===== src/rtl/sar_pkg.sv =====
// ---------------------------------------------------------------------------
// sar_pkg
//   Definitions shared by the SAR divider datapath and its BCD readout stage.
//   - sar_state_e : converter FSM states (IDLE, CONVERT)
//   - SAR_BITS    : default binary width produced by sar_divisor_module
//   - SAR_DIGITS  : default number of BCD digits (13 covers 2^40-1)
//   - DIGIT_W     : width of one packed BCD digit
// ---------------------------------------------------------------------------
package sar_pkg;

  typedef enum logic {
    IDLE    = 1'b0,
    CONVERT = 1'b1
  } sar_state_e;

  localparam int SAR_BITS   = 40;
  localparam int SAR_DIGITS = 13;
  localparam int DIGIT_W    = 4;

endpackage : sar_pkg


===== src/rtl/bcd_add3_digit.sv =====
// ---------------------------------------------------------------------------
// bcd_add3_digit
//   Combinational correction step of the shift-and-add-3 algorithm. A digit
//   of 5 or more would become 10 or more after the next left shift, so it is
//   pre-corrected by +3, which makes the shift carry into the next digit.
// Ports:
//   digit_i  input  [DIGIT_W-1:0]  BCD digit before the shift
//   digit_o  output [DIGIT_W-1:0]  corrected digit (digit_i + 3 when >= 5)
// ---------------------------------------------------------------------------
module bcd_add3_digit
  import sar_pkg::*;
(
  input  logic [DIGIT_W-1:0] digit_i,
  output logic [DIGIT_W-1:0] digit_o
);

  always_comb begin
    digit_o = digit_i;
    if (digit_i >= DIGIT_W'(5)) begin
      digit_o = digit_i + DIGIT_W'(3);
    end
  end

endmodule : bcd_add3_digit


===== src/rtl/sar_bcd_converter.sv =====
// ---------------------------------------------------------------------------
// sar_bcd_converter
//   Sequential binary-to-BCD converter (shift-and-add-3, one bit per clock)
//   sitting behind sar_divisor_module. A rising edge on start captures binary
//   and converts it in BITS cycles; the previous result stays on bcd until the
//   new one is complete.
//
// Parameters:
//   BITS    width of the binary input (default SAR_BITS = 40)
//   DIGITS  number of packed BCD output digits (default SAR_DIGITS = 13)
// Ports:
//   clk       input   1          system clock, rising edge
//   reset     input   1          synchronous, active-low reset
//   start     input   1          level; only its rising edge starts a conversion
//   binary    input   BITS       value to convert, sampled on the trigger edge
//   bcd       output  4*DIGITS   packed BCD result, units in bcd[3:0]
//   ready     output  1          idle and bcd valid
//   overflow  output  1          only with SAR_BCD_OVERFLOW_EN: last result
//                                did not fit in DIGITS digits
//
// Configuration macro:
//   SAR_BCD_OVERFLOW_EN  adds the overflow port and its sticky flag; without
//                        it, excess high-order digits are silently truncated.
// ---------------------------------------------------------------------------
module sar_bcd_converter
  import sar_pkg::*;
#(
  parameter int BITS   = SAR_BITS,
  parameter int DIGITS = SAR_DIGITS
) (
  input  logic                       clk,
  input  logic                       reset,
  input  logic                       start,
  input  logic [BITS-1:0]            binary,
  output logic [DIGIT_W*DIGITS-1:0]  bcd,
  output logic                       ready
`ifdef SAR_BCD_OVERFLOW_EN
  ,
  output logic                       overflow
`endif
);

  localparam int BCD_W = DIGIT_W * DIGITS;
  localparam int CNT_W = $clog2(BITS + 1);

  sar_state_e        state_q, state_d;
  logic              start_q;
  logic [BITS-1:0]   bin_sr_q, bin_sr_d;
  logic [BCD_W-1:0]  bcd_sr_q, bcd_sr_d;
  logic [CNT_W-1:0]  cnt_q, cnt_d;
  logic [BCD_W-1:0]  bcd_q, bcd_d;
  logic              ready_q, ready_d;

  logic [BCD_W-1:0]  adjusted;
  logic [BCD_W-1:0]  bcd_shifted;
  logic [BITS-1:0]   bin_shifted;
  logic              shift_out;
  logic              trigger;

  // Per-digit +3 correction applied to the BCD register before each shift.
  for (genvar g = 0; g < DIGITS; g++) begin : g_add3
    bcd_add3_digit u_add3 (
      .digit_i (bcd_sr_q[g*DIGIT_W +: DIGIT_W]),
      .digit_o (adjusted[g*DIGIT_W +: DIGIT_W])
    );
  end

  // One left shift of the {bcd, bin} pair; the MSB of the top digit falls off.
  assign bcd_shifted = {adjusted[BCD_W-2:0], bin_sr_q[BITS-1]};
  assign bin_shifted = {bin_sr_q[BITS-2:0], 1'b0};
  assign shift_out   = adjusted[BCD_W-1];

  assign trigger = start & ~start_q;

`ifdef SAR_BCD_OVERFLOW_EN
  logic ovf_flag_q, ovf_flag_d;
  logic overflow_q, overflow_d;
`else
  // Truncated digits are intentionally dropped in this build.
  logic unused_shift_out;
  assign unused_shift_out = shift_out;
`endif

  // Next-state logic: load on trigger, shift BITS times, publish on the last.
  always_comb begin
    state_d  = state_q;
    bin_sr_d = bin_sr_q;
    bcd_sr_d = bcd_sr_q;
    cnt_d    = cnt_q;
    bcd_d    = bcd_q;
    ready_d  = ready_q;
`ifdef SAR_BCD_OVERFLOW_EN
    ovf_flag_d = ovf_flag_q;
    overflow_d = overflow_q;
`endif
    case (state_q)
      IDLE: begin
        if (trigger) begin
          bin_sr_d = binary;
          bcd_sr_d = '0;
          cnt_d    = CNT_W'(BITS);
          ready_d  = 1'b0;
          state_d  = CONVERT;
`ifdef SAR_BCD_OVERFLOW_EN
          ovf_flag_d = 1'b0;
`endif
        end
      end
      CONVERT: begin
        bin_sr_d = bin_shifted;
        bcd_sr_d = bcd_shifted;
        cnt_d    = cnt_q - CNT_W'(1);
`ifdef SAR_BCD_OVERFLOW_EN
        ovf_flag_d = ovf_flag_q | shift_out;
`endif
        if (cnt_q == CNT_W'(1)) begin
          bcd_d   = bcd_shifted;
          ready_d = 1'b1;
          state_d = IDLE;
`ifdef SAR_BCD_OVERFLOW_EN
          overflow_d = ovf_flag_q | shift_out;
`endif
        end
      end
      default: state_d = IDLE;
    endcase
  end

  // start_q keeps sampling during reset so a level held through reset
  // release is not seen as a fresh rising edge.
  always_ff @(posedge clk) begin
    start_q <= start;
    if (!reset) begin
      state_q  <= IDLE;
      bin_sr_q <= '0;
      bcd_sr_q <= '0;
      cnt_q    <= '0;
      bcd_q    <= '0;
      ready_q  <= 1'b1;
`ifdef SAR_BCD_OVERFLOW_EN
      ovf_flag_q <= 1'b0;
      overflow_q <= 1'b0;
`endif
    end else begin
      state_q  <= state_d;
      bin_sr_q <= bin_sr_d;
      bcd_sr_q <= bcd_sr_d;
      cnt_q    <= cnt_d;
      bcd_q    <= bcd_d;
      ready_q  <= ready_d;
`ifdef SAR_BCD_OVERFLOW_EN
      ovf_flag_q <= ovf_flag_d;
      overflow_q <= overflow_d;
`endif
    end
  end

  assign bcd   = bcd_q;
  assign ready = ready_q;
`ifdef SAR_BCD_OVERFLOW_EN
  assign overflow = overflow_q;
`endif

endmodule : sar_bcd_converter


===== config.mk =====
export PLATFORM = sky130hd
export DESIGN_NAME = sar_bcd_converter
export DESIGN_NICKNAME = d
export VERILOG_FILES = /design/src/rtl/sar_pkg.sv /design/src/rtl/bcd_add3_digit.sv /design/src/rtl/sar_bcd_converter.sv
export SDC_FILE = /design/constraint.sdc
export NUM_CORES = 1
export LEC_CHECK = 0
export ABC_AREA = 1
export ABC_CLOCK_PERIOD_IN_PS = 1250
export BUFFER_PORTS_ARGS = -buffer_cell sky130_fd_sc_hd__buf_2
export CORE_ASPECT_RATIO = 0.5
export CORE_MARGIN = 3
export CORE_UTILIZATION = 23
export CTS_CLUSTER_DIAMETER = 60
export DETAILED_ROUTE_END_ITERATION = 6
export HOLD_SLACK_MARGIN = 0.05
export SLEW_MARGIN = 5
export SYNTH_ARGS = -nofsm -noshare
export SYNTH_HDL_FRONTEND = slang
export SYNTH_HIERARCHICAL = 1
export SYNTH_SLANG_ARGS = --single-unit

===== constraint.sdc =====
create_clock -name clk -period 1.25 [get_ports clk]
set_input_delay 0.25 -clock clk [delete_from_list [all_inputs] [get_ports clk]]
set_output_delay 0.25 -clock clk [all_outputs]
set_load 0.01 [all_outputs]

==> results.md <==
- Hold path depth: 3
- Mapped cell area: 7890 sq um
- WL/cell: 11.7 microns
- Clk_skew: 0.0176 ns
- Fin cells: 1805
- Final GP Congestion: 0.764
- Core Area: 33400 sq um
- CP required: 1.61 ns
- CTS tree: done
- Worst Path Arrival: 1.68 ns
- Worst-Skew Late Latency: 0.43 ns
- Post-DRT Antenna Nets: 0
- Worst min path class: in -> reg
- Slew @ Worst Pin: 0.285 ns
- Fmax: 759 MHz
- RSZ-0062 raised after global routing: yes
- Crit Path Class: reg -> reg
- Worst Setup Start Kind: flop
- PwrDens: 1070 nW/um^2
- Nets: 1422
- Total CTS buffers: 17
- H-tree depth: 4
- Failing checks: setup timing
- Diode count: 0
- DRT Pass-1 Iters: 5
- Die Footprint: 36700 sq um
- Final setup fails: 16
- CTS sink cnt: 153
- Post-synth net total: 1280
- Synthesis-to-layout area growth: 38.6%
- Area of the multi-input gates: 4780 sq um
- Total Routing Usage GR: 0.110
- Via Count: 7605
- Rel. slew slack: 0.810
- Synthesis Warnings: 6
- Root Driver: clkbuf_16
- Initial DRC count: 277
- Dpl hpwl: 12.9 mm
- Fill cells: 3528
- Avg Cell Area, Syn: 6.52 sq um
- First-pass GRT wire length: 33.1 mm
- DP Worst Slack: -0.124 ns
- Via-to-Cell Ratio: 4.21
- Status: finished, violations left
- Maxcap violations: 0
- I/O Buffers: 95
- Total wire length: 21.2 mm
- Leakage: 4.88 nW
- Period utilization: 1.05
- Worst setup margin: -0.0669 ns
- Reg2Reg Depth: 9
- Fin. Hold Viols: 0
- CP Max Fanout: 4
- Drt drc: 0
- Max-slew violations: 0
- Height of the die: 137 microns
- Clk buf depth: 2
- Crit path time final: 1.32 ns
- Final global-route overflow total: 0
- Die extent in x: 268 microns
- Fraction of layout cells with a size suffix above 1: 0.348
- Placed cells: 1753
- FP Rows: 47
- Post-Synthesis Cells: 1209
- Initial core utilization: 0.236
- Peak VDD IR: 886 uV
- Largest net degree at the start of global routing: 59
- Clk pin slew, worst setup/hold paths: 0.07 ns
- Initial antenna violation count: 0
- Tot Pwr: 11.7 mW
- Reg area: 3130 sq um
- Vias in the first global route: 7111
- Num ports: 96
- Critical Path End Type: flop
## cell usage in the layout (no fill, tap or decap), drive strengths merged
master       count
a21oi          107
buf            175
bufinv           3
clkbuf          24
clkinv           3
clkinvlp         2
dfxtp          153
dlygate4sd3      1
ha              28
inv            119
nand2          508
nand3           17
nand4            1
nor2           181
o21a             1
o21ai           39
or2              2
## critical path, stage by stage (launching register included)
cell and delay [ns]:
dfxtp_2 0.35, inv_4 0.05, ha_4 0.15, nand2_2 0.06, nand2_2 0.08, nor2_4 0.18
nand2_1 0.08, nand2_1 0.08, nand2_1 0.08, a21oi_1 0.12
## where the power goes
part           switching (mW)  internal [mW]
combinational           0.669          0.421
sequential             0.0783           4.99
clock                    2.21           3.34
## stage by stage
stage | hold slack, ns | TNS (ns) | cell area (sq um) | util
2_1_floorplan | 0.278 | 0 | 7890 | -
3_3_place_gp | 0.383 | -2.46 | 9250 | 0.277
3_5_place_dp | 0.383 | -4.49 | 9250 | 0.277
4_1_cts | 0.0821 | -0.701 | 10200 | 0.305
5_1_grt | 0.0855 | -6.43 | 10900 | 0.327
6_report | 0.101 | -0.389 | 10900 | 0.327
## flip-flops by register name (all words and copies together), names as in the netlist
signal    count
bcd          52
bin_sr_q     40
ready         1
bcd_sr_q     52
start_q       1
cnt_q         6
state_q       1
## path summary, 6_finish.rpt
path	to	startpoint	slack (ns)
worst max-delay path	bcd_sr_q[37]	bcd_sr_q[37]	-0.07
worst min-delay path	bin_sr_q[0]	binary[0]	0.10
worst max register to register	bcd_sr_q[37]	bcd_sr_q[37]	-0.07
worst min register to register	bin_sr_q[25]	bin_sr_q[25]	0.46
## per-layer routing
metal	GRT usage	vias to the layer above	share of wire
met3	0.0214	24	0.022
met1	0.126	3540	0.46
li1	-	3969	-
met2	0.203	72	0.50
met5	0	-	0
met4	0.0481	0	0.018
## what timing repair did
action	CTS	global route
endpoints found under the hold margin	1	0
setup endpoints to repair	96	132
pin swaps	89	112
hold buffers	1	0
gates cloned	1	4
resized for setup	110	166
buffers inserted	2	12
## final cells by class
| class | count | area share |
|---|---|---|
| multi-input cells | 884 | 0.438 |
| well taps | 441 | 0.0505 |
| repair buffers | 179 | 0.121 |
| clock inverters | 11 | 0.0147 |
| inverters | 116 | 0.0463 |
| flip-flops and latches | 153 | 0.287 |
| clock buffers | 21 | 0.0431 |
Note: power is estimated with default switching activity, not from simulation.
